$ cat config.mk
export PLATFORM = sky130hd
export DESIGN_NAME = accum_64bit
export DESIGN_NICKNAME = d
export VERILOG_FILES = /design/src/rtl/accum_pkg.sv /design/src/rtl/accum_64bit_cla.sv /design/src/rtl/accum_64bit.sv
export SDC_FILE = /design/constraint.sdc
export NUM_CORES = 1
export LEC_CHECK = 0
export ABC_AREA = 1
export ABC_CLOCK_PERIOD_IN_PS = 6090
export BUFFER_PORTS_ARGS = -buffer_cell sky130_fd_sc_hd__buf_2
export CAP_MARGIN = 20
export CORE_UTILIZATION = 41
export CTS_BUF_LIST = sky130_fd_sc_hd__clkbuf_2
export DETAILED_ROUTE_END_ITERATION = 8
export MAX_ROUTING_LAYER = met4
export SETUP_SLACK_MARGIN = 0.02
export SLEW_MARGIN = 15
export SYNTH_ARGS = -nofsm -noshare
export SYNTH_HDL_FRONTEND = slang
export SYNTH_SLANG_ARGS = --single-unit
export TNS_END_PERCENT = 50
$ cat constraint.sdc
create_clock -name clk -period 6.09 [get_ports clk]
set_input_delay 0.3045 -clock clk [delete_from_list [all_inputs] [get_ports clk]]
set_output_delay 0.3045 -clock clk [all_outputs]
set_load 0.05 [all_outputs]
$ cat src/rtl/accum_pkg.sv
// accum_pkg: shared state encoding and sizing constants for accum_64bit.
//   BURST_LEN_DEF : default operands per burst
//   CNT_W         : width of the operand counter
package accum_pkg;
  typedef enum logic [1:0] {IDLE, ACCUM, DONE} state_t;
  localparam int BURST_LEN_DEF = 4;
  localparam int CNT_W = 8;
endpackage

$ cat src/rtl/accum_64bit_cla.sv
// CLA_64bit: 64-bit carry-lookahead adder built from 4-bit lookahead groups.
//   a, b : addends
//   cin  : carry-in
//   sum  : a + b + cin (mod 2^64)
//   cout : carry-out of bit 63
module CLA_64bit (
  input  logic [63:0] a,
  input  logic [63:0] b,
  input  logic        cin,
  output logic [63:0] sum,
  output logic        cout
);
  logic [63:0] g, p;
  logic [64:0] c;
  assign g = a & b;
  assign p = a ^ b;
  assign c[0] = cin;
  // Each group derives all four internal carries and its carry-out
  // directly from its carry-in, so no carry ripples inside a group.
  for (genvar i = 0; i < 16; i++) begin : grp
    localparam int B = 4 * i;
    assign c[B+1] = g[B] | (p[B] & c[B]);
    assign c[B+2] = g[B+1] | (p[B+1] & g[B]) | (p[B+1] & p[B] & c[B]);
    assign c[B+3] = g[B+2] | (p[B+2] & g[B+1]) | (p[B+2] & p[B+1] & g[B])
                  | (p[B+2] & p[B+1] & p[B] & c[B]);
    assign c[B+4] = g[B+3] | (p[B+3] & g[B+2]) | (p[B+3] & p[B+2] & g[B+1])
                  | (p[B+3] & p[B+2] & p[B+1] & g[B])
                  | (p[B+3] & p[B+2] & p[B+1] & p[B] & c[B]);
  end
  assign sum  = p ^ c[63:0];
  assign cout = c[64];
endmodule

$ cat src/rtl/accum_64bit.sv
// accum_64bit: sums BURST_LEN 64-bit operands per burst with sticky carry-out flag.
//   clk, rst_n          : clock, async active-low reset
//   start, abort        : begin burst (from IDLE), discard burst (any state)
//   in_valid/in_ready   : operand handshake, in_data operand
//   out_valid/out_ready : result handshake, out_sum / out_ovf result
//   busy                : high in ACCUM or DONE
// Build option: define ACCUM_SAT_EN to saturate the sum to all-ones on carry-out.
module accum_64bit
  import accum_pkg::*;
#(
  parameter int BURST_LEN = BURST_LEN_DEF
) (
  input  logic        clk,
  input  logic        rst_n,
  input  logic        start,
  input  logic        abort,
  input  logic        in_valid,
  input  logic [63:0] in_data,
  output logic        in_ready,
  output logic        out_valid,
  output logic [63:0] out_sum,
  output logic        out_ovf,
  input  logic        out_ready,
  output logic        busy
);
  state_t state;
  logic [63:0] acc, sum, acc_nx;
  logic [CNT_W-1:0] cnt;
  logic ovf, cout, xfer;
  CLA_64bit u_cla (.a(acc), .b(in_data), .cin(1'b0), .sum(sum), .cout(cout));
`ifdef ACCUM_SAT_EN
  // Once a carry has been seen the sum is pinned at all-ones for the burst.
  assign acc_nx = (cout | ovf) ? '1 : sum;
`else
  assign acc_nx = sum;
`endif
  assign in_ready  = state == ACCUM;
  assign out_valid = state == DONE;
  assign busy      = state != IDLE;
  assign out_sum   = acc;
  assign out_ovf   = ovf;
  assign xfer      = in_ready & in_valid;
  always_ff @(posedge clk or negedge rst_n) begin
    if (!rst_n) begin
      state <= IDLE;
      acc   <= '0;
      cnt   <= '0;
      ovf   <= 1'b0;
    end else if (abort) begin
      state <= IDLE;
      acc   <= '0;
      cnt   <= '0;
      ovf   <= 1'b0;
    end else begin
      case (state)
        IDLE: if (start) begin
          state <= ACCUM;
          acc   <= '0;
          cnt   <= '0;
          ovf   <= 1'b0;
        end
        ACCUM: if (xfer) begin
          acc   <= acc_nx;
          ovf   <= ovf | cout;
          cnt   <= cnt + 1'b1;
          state <= cnt == CNT_W'(BURST_LEN - 1) ? DONE : ACCUM;
        end
        DONE: if (out_ready) state <= IDLE;
        default: state <= IDLE;
      endcase
    end
  end
endmodule

==> metrics, run 1 <==
status complete, no violations; Clk Latency, worst-skew pair 580 ps; Final Util 50.6%; CTS buffer count 9; Final Max Tran Viols 0; worst-margin pin slew 700 ps; share of the synthesized area in the top cell type 34.1%; post-CTS resize count 0; Reg area 0.00188 mm^2; Synth Area in Adders 20.6%; top cell type by total area after synthesis dfrtp_1; Arr. time, crit path 4300 ps; # port buffers 137; DR vias 4860; Die Ht 118 um; Hold Crit Start in_data[0]; RSZ-0062 raised after global routing no; overall routing resource usage 21.1%; Final #Nets 928; number of register bits inferred by synthesis 75; final hold vios 0; Area Growth Syn to Fin 18.3%; Synth Warn # 0; share of cells above drive strength 1 24.3%; Startpoint Class register; 1st-iter DRT viols 192; synthesized area 0.00550 mm^2; Overflow after GRT 0; initial antenna violation count 1; multi-input logic area 0.00334 mm^2; Metal-1 WL 6100 um; critical path class reg2reg; HPWL after DPL 9610 um; Simple-Gate Fraction of Synth Area 21.7%; CTS Sinks 75; CTS tree done; initial core utilization 42.7%; CTS Buffer Depth 2; Worst setup EP type register; Netlist cell types 27; Compound-Gate Fraction of Synth Area 15.7%; metal2 WL 6480 um; fmax 262 MHz; largest family of logic cells by synthesized area simple AND/OR/NAND/NOR gates; max_cap viols 0; cells after synthesis 635; Site Rows 41; Leak Pwr 3.66 nW; DRC 0; worst vdd rail ir drop 0.0000629 V; fin crit share 62.7%; Crit. Startpoint out_sum[3]; r2r startpoint out_sum[3]; Setup TNS Final 0 ps; multiplexer share of the synthesized area 0%; vias in the first global route 4808; sequential share of the synthesized area 34.1%; Synthesized Nets 786; ANT nets after route 0; root buffer cell clkbuf_2; Clk pin slew, worst setup/hold paths 200 ps; data required time of the worst path 6570 ps; die width 118 um; power per cell area 185 mW/mm^2; DR top layer met4; CP max-delay cell dfrtp_1; Wirelength per Cell 14.1 um; overall die area 0.0139 mm^2; core area 0.0129 mm^2; H-Tree Depth 3; syn_area_per_cell 8.67 um^2; first-pass GRT wire length 22800 um; Final Wtd Congestion 0.850; 1st-pass router iterations 4; I/O pin count 138; clk_skew 27.9 ps; clock period minus worst slack 3820 ps; via/cell ratio 5.09; CP max stage delay 450 ps; slew margin rel. 53.3%; Fillers 1256; post-CTS setup buffer count 0; largest net degree at the start of global routing 76; Critical Path Most Common Cell nand2_4; dominant cells by area after synthesis dfrtp_1 (34%), ha_1 (15%), nand2_1 (8.4%); # setup viols final 0; worst min-delay path class in2reg; WL met3 519 um; Routed WL 13400 um; XOR/XNOR Fraction of Synth Area 2.71%; crit-path max FO 5
==> worst max-delay path: cells and delay by family, from the launching register on <==
kind	cells	cell delay [ps]
DFF	1	450
and+or+nand+nor	31	2280
AOI/OAI and AO/OA	1	210
adders and majority gates	2	750
==> area by class of cell <==
| cell class | instances | area share [%] |
|---|---|---|
| flip-flops and latches | 75 | 28.8 |
| clock inverters | 4 | 0.269 |
| diodes | 1 | 0.0384 |
| inverters | 59 | 3.40 |
| repair buffers | 145 | 12.0 |
| clock buffers | 12 | 0.922 |
| multi-input cells | 487 | 51.3 |
| well taps | 172 | 3.30 |
==> final timing paths <==
kind,to,slack [ps],cells after the start
min reg2reg,out_ovf,530,2
min in group asynchronous,out_sum[25],210,2
max reg2reg,out_sum[60],2270,34
min,out_sum[0],70,3
max in group asynchronous,out_sum[7],5250,3
max,out_sum[60],2270,34
==> through the flow <==
step / hold WS [ps] / instances / setup WS [ps] / power (mW) / cell area (um^2)
after CTS: 21.8 / 952 / 2240 / 1.22 / 6470
after global routing: 57.5 / 955 / 1960 / 1.28 / 6510
final: 68.5 / 955 / 2270 / 1.20 / 6510
after global placement: 482 / 932 / 2310 / 0.962 / 6360
after detailed placement: 491 / 932 / 2230 / 0.971 / 6360
after floorplan: 8.91 / 635 / 2260 / 0.852 / 5500
==> synth_stat cells <==
master,number
nand4_1,4
buf_4,3
fa_1,16
nand2_4,21
a22o_1,18
nor4_1,2
o21a_1,1
xnor2_1,17
nand3_1,36
clkbuf_1,11
nor3_1,13
nand2_2,9
nor2_1,28
inv_1,58
dfrtp_1,75
clkinv_1,1
a211oi_1,1
a21oi_1,51
nand3b_1,3
a32o_1,12
o21ai_1,4
nand2_1,123
o21ai_0,57
or2_2,4
or2_0,1
ha_1,65
o32ai_1,1
==> sequential cells by signal, indices dropped and copies added, names as in the netlist <==
signal   flops
state        2
out_sum     64
cnt          8
out_ovf      1
==> cell usage in the layout, fill, tap and decap left out <==
master / n
a211oi_1: 1
or2_2: 4
nor4_1: 2
or2_0: 1
fa_1: 16
nor2_1: 28
a22o_1: 18
buf_2: 136
a32o_1: 12
inv_2: 1
nor3_1: 13
a21oi_1: 51
nand3_1: 36
clkinv_2: 2
nand2_1: 123
clkbuf_2: 12
dlygate4sd3_1: 4
dfrtp_1: 75
o21ai_0: 57
diode_2: 1
xnor2_1: 17
o21a_1: 1
nand2_4: 21
o32ai_1: 1
ha_1: 65
nand3b_1: 3
buf_12: 1
buf_4: 3
nand4_1: 4
nand2_2: 9
clkinv_1: 3
inv_1: 57
buf_8: 1
o21ai_1: 4
==> cells by family after synthesis <==
kind of cell | Yosys count
AND/OR/NAND/NOR | 244
flip-flops | 75
XOR/XNOR | 17
buffers and inverters | 73
AO/OA/AOI/OAI | 145
adder cells (fa/ha/maj) | 81
==> power by group <==
part | internal, mW | switching [mW]
clock network | 0.0550 | 0.184
registers | 0.524 | 0.0252
logic | 0.137 | 0.277
total | 0.717 | 0.487
==> routing by layer <==
| metal | up-vias | global-route usage [%] |
|---|---|---|
| met4 | 0 | 9.29 |
| met1 | 2286 | 26.1 |
| met2 | 94 | 34.2 |
| met5 | - | - |
| met3 | 21 | 3.10 |
| li1 | 2459 | - |
==> timing repair <==
action                                  in CTS  in global routing
hold endpoints to repair                    77                  0
endpoints found under the setup margin       0                  0
hold buffers                                 4                  0
Power figures use the tool's default switching activity.
==> run 2: changes to the inputs <==
- ABC_CLOCK_PERIOD_IN_PS: 6090 -> 3900
- clock period: 6.09 -> 3.9 ns (I/O delays scaled with it)
==> run 2 against run 1 <==
Against the previous run: sequential cell count unchanged; wire length increased by 1.4%; first-iteration DRC count decreased by 2.6%; clock-buffer cell count fell by 2; hold slack got worse by 30 ps; fmax up 3.6%; critical path type unchanged; setup slack got worse by 2100 ps.
==> metrics, run 2 (same netlist as run 1, synthesis figures left out) <==
largest net degree at the start of global routing 76 (unchanged); Reg area 0.00188 mm^2 (unchanged); crit-path max FO 3 (-2); max_cap viols 0 (unchanged); power per cell area 316 mW/mm^2 (+71%); Clk pin slew, worst setup/hold paths 220 ps (+20 ps); clock period minus worst slack 3690 ps (-133 ps); Setup TNS Final 0 ps (unchanged); worst setup path endpoint out_sum[56]; clk_skew 24.8 ps (-3.16 ps); worst vdd rail ir drop 0.000151 V (+140%); root buffer cell clkbuf_2; via/cell ratio 5.10 (+0.21%); Worst setup EP type register; # setup viols final 0 (unchanged); # port buffers 137 (unchanged); overall routing resource usage 20.7% (-0.38 points); final hold vios 0 (unchanged); reg-to-reg endpoint out_sum[56]; dpl cell area 0.00637 mm^2 (+0.24%); Leak Pwr 3.82 nW (+4.4%); Clk Latency, worst-skew pair 590 ps (about the same); I/O pin count 138 (unchanged); critical path class reg2reg; cells on worst reg2reg path 33 (-2.9%); Final Power 2.18 mW (+81%); FF-to-FF setup slack 210 ps (-2060 ps); H-Tree Depth 3 (unchanged); slew margin rel. 67.7% (+14 points); CTS tree done; Routed WL 13600 um (+1.4%); max reg flops 64 (unchanged); core area 0.0129 mm^2 (unchanged); Die Ht 118 um (unchanged); CTS Sinks 75 (unchanged); ANT nets after route 0 (unchanged); CTS Buffer Depth 2 (unchanged); Overflow after GRT 0 (unchanged); first-pass GRT wire length 22700 um (-0.69%); Final Wtd Congestion 0.873 (+2.7%); worst-margin pin slew 484 ps (-216 ps); Final #Nets 954 (+2.8%); vias in the first global route 4821 (+0.27%); data required time of the worst path 4410 ps (-2160 ps); overall die area 0.0139 mm^2 (unchanged); DRC 0 (unchanged); commonest non-fill, non-tap cell in the layout buf_2; Site Rows 41 (unchanged); Fillers 1217 (-3.1%); r2r startpoint out_sum[3]; initial antenna violation count 1 (unchanged); fin crit share 94.5% (+32 points); CP max-delay cell dfrtp_1; worst min-delay path class in2reg; Crit. Startpoint out_sum[3]; most frequent cells in the layout buf_2 (136), nand2_1 (123), dfrtp_1 (75); multi-input logic area 0.00341 mm^2 (+2.1%); CTS buffer count 9 (unchanged); Arr. time, crit path 4200 ps (-100 ps); initial core utilization 42.7% (unchanged); Area Growth Syn to Fin 25.7%; 1st-iter DRT viols 187 (-2.6%); Post-Layout Inst Area 0.00692 mm^2 (+6.2%); Startpoint Class register; CP max stage delay 460 ps (about the same); HPWL after DPL 9680 um (+0.77%); Final Util 53.7% (+3.1 points); Wirelength per Cell 13.9 um (-1.3%); Final Max Tran Viols 0 (unchanged); 1st-pass router iterations 4 (unchanged); DR vias 5003 (+2.9%); share of cells above drive strength 1 26.0% (+1.7 points); Critical Path Most Common Cell nand2_4; hold depth 5 (+2); fmax 271 MHz (+3.6%); die width 118 um (unchanged); status complete, no violations
==> run 2: final cells by class <==
type	count	share of cell area, %
timing repair buffer	171	14.7
inverter	59	3.20
multi-input combinational	487	49.3
clock buffer	10	0.723
clock inverter	6	1.84
tap	172	3.11
sequential	75	27.1
antenna	1	0.0362
==> run 2: critical path: cells and delay by family, from the launching register on <==
| kind | cells | cell delay [ps] |
|---|---|---|
| compound gates | 1 | 210 |
| simple gates | 29 | 2120 |
| buf+inv | 1 | 150 |
| fa+ha+maj | 2 | 670 |
| flops | 1 | 460 |
==> run 2: metal layers <==
layer / part of all wire (%) / up-vias / wire (um) / global-route usage (%)
met5: 0 / - / 0 / -
met4: 1.6 / 0 / 212 / 7.93
met3: 4.3 / 15 / 580 / 3.10
met2: 49 / 103 / 6680 / 33.7
met1: 45 / 2370 / 6140 / 26.0
li1: - / 2515 / - / -
==> run 2: worst min-delay path by stage <==
stage | from | end | slack, ps
2_1_floorplan | rst_n | cnt[0] | -100
3_3_place_gp | rst_n | out_sum[19] | 440
3_5_place_dp | rst_n | out_sum[19] | 450
4_1_cts | in_data[63] | out_sum[63] | 0.6
5_1_grt | in_data[44] | out_sum[44] | 40
6_report | in_data[63] | out_sum[63] | 40
==> run 2: stage by stage <==
stage	hold slack (ps)	setup WS (ps)	instances
after floorplan	-101	72.3	635
after global placement	440	187	934
after detailed placement	454	82.1	934
after CTS	0.641	40.6	970
after global routing	43.8	-24.6	981
final	39.0	214	981
==> run 2: repair_timing <==
item | CTS | global route
endpoints found under the setup margin | 0 | 4
setup buffers | 0 | 9
hold buffers | 20 | 0
gates resized for setup | 0 | 11
hold endpoints to repair | 91 | 0
==> run 2: where the power goes <==
part	internal, mW	switching (mW)	total (mW)	leakage (nW)
Clock	0.339	0.306	0.645	0.101
Combinational	0.239	0.441	0.679	2.69
Sequential	0.819	0.0403	0.859	1.03
Total	1.40	0.787	2.18	3.82
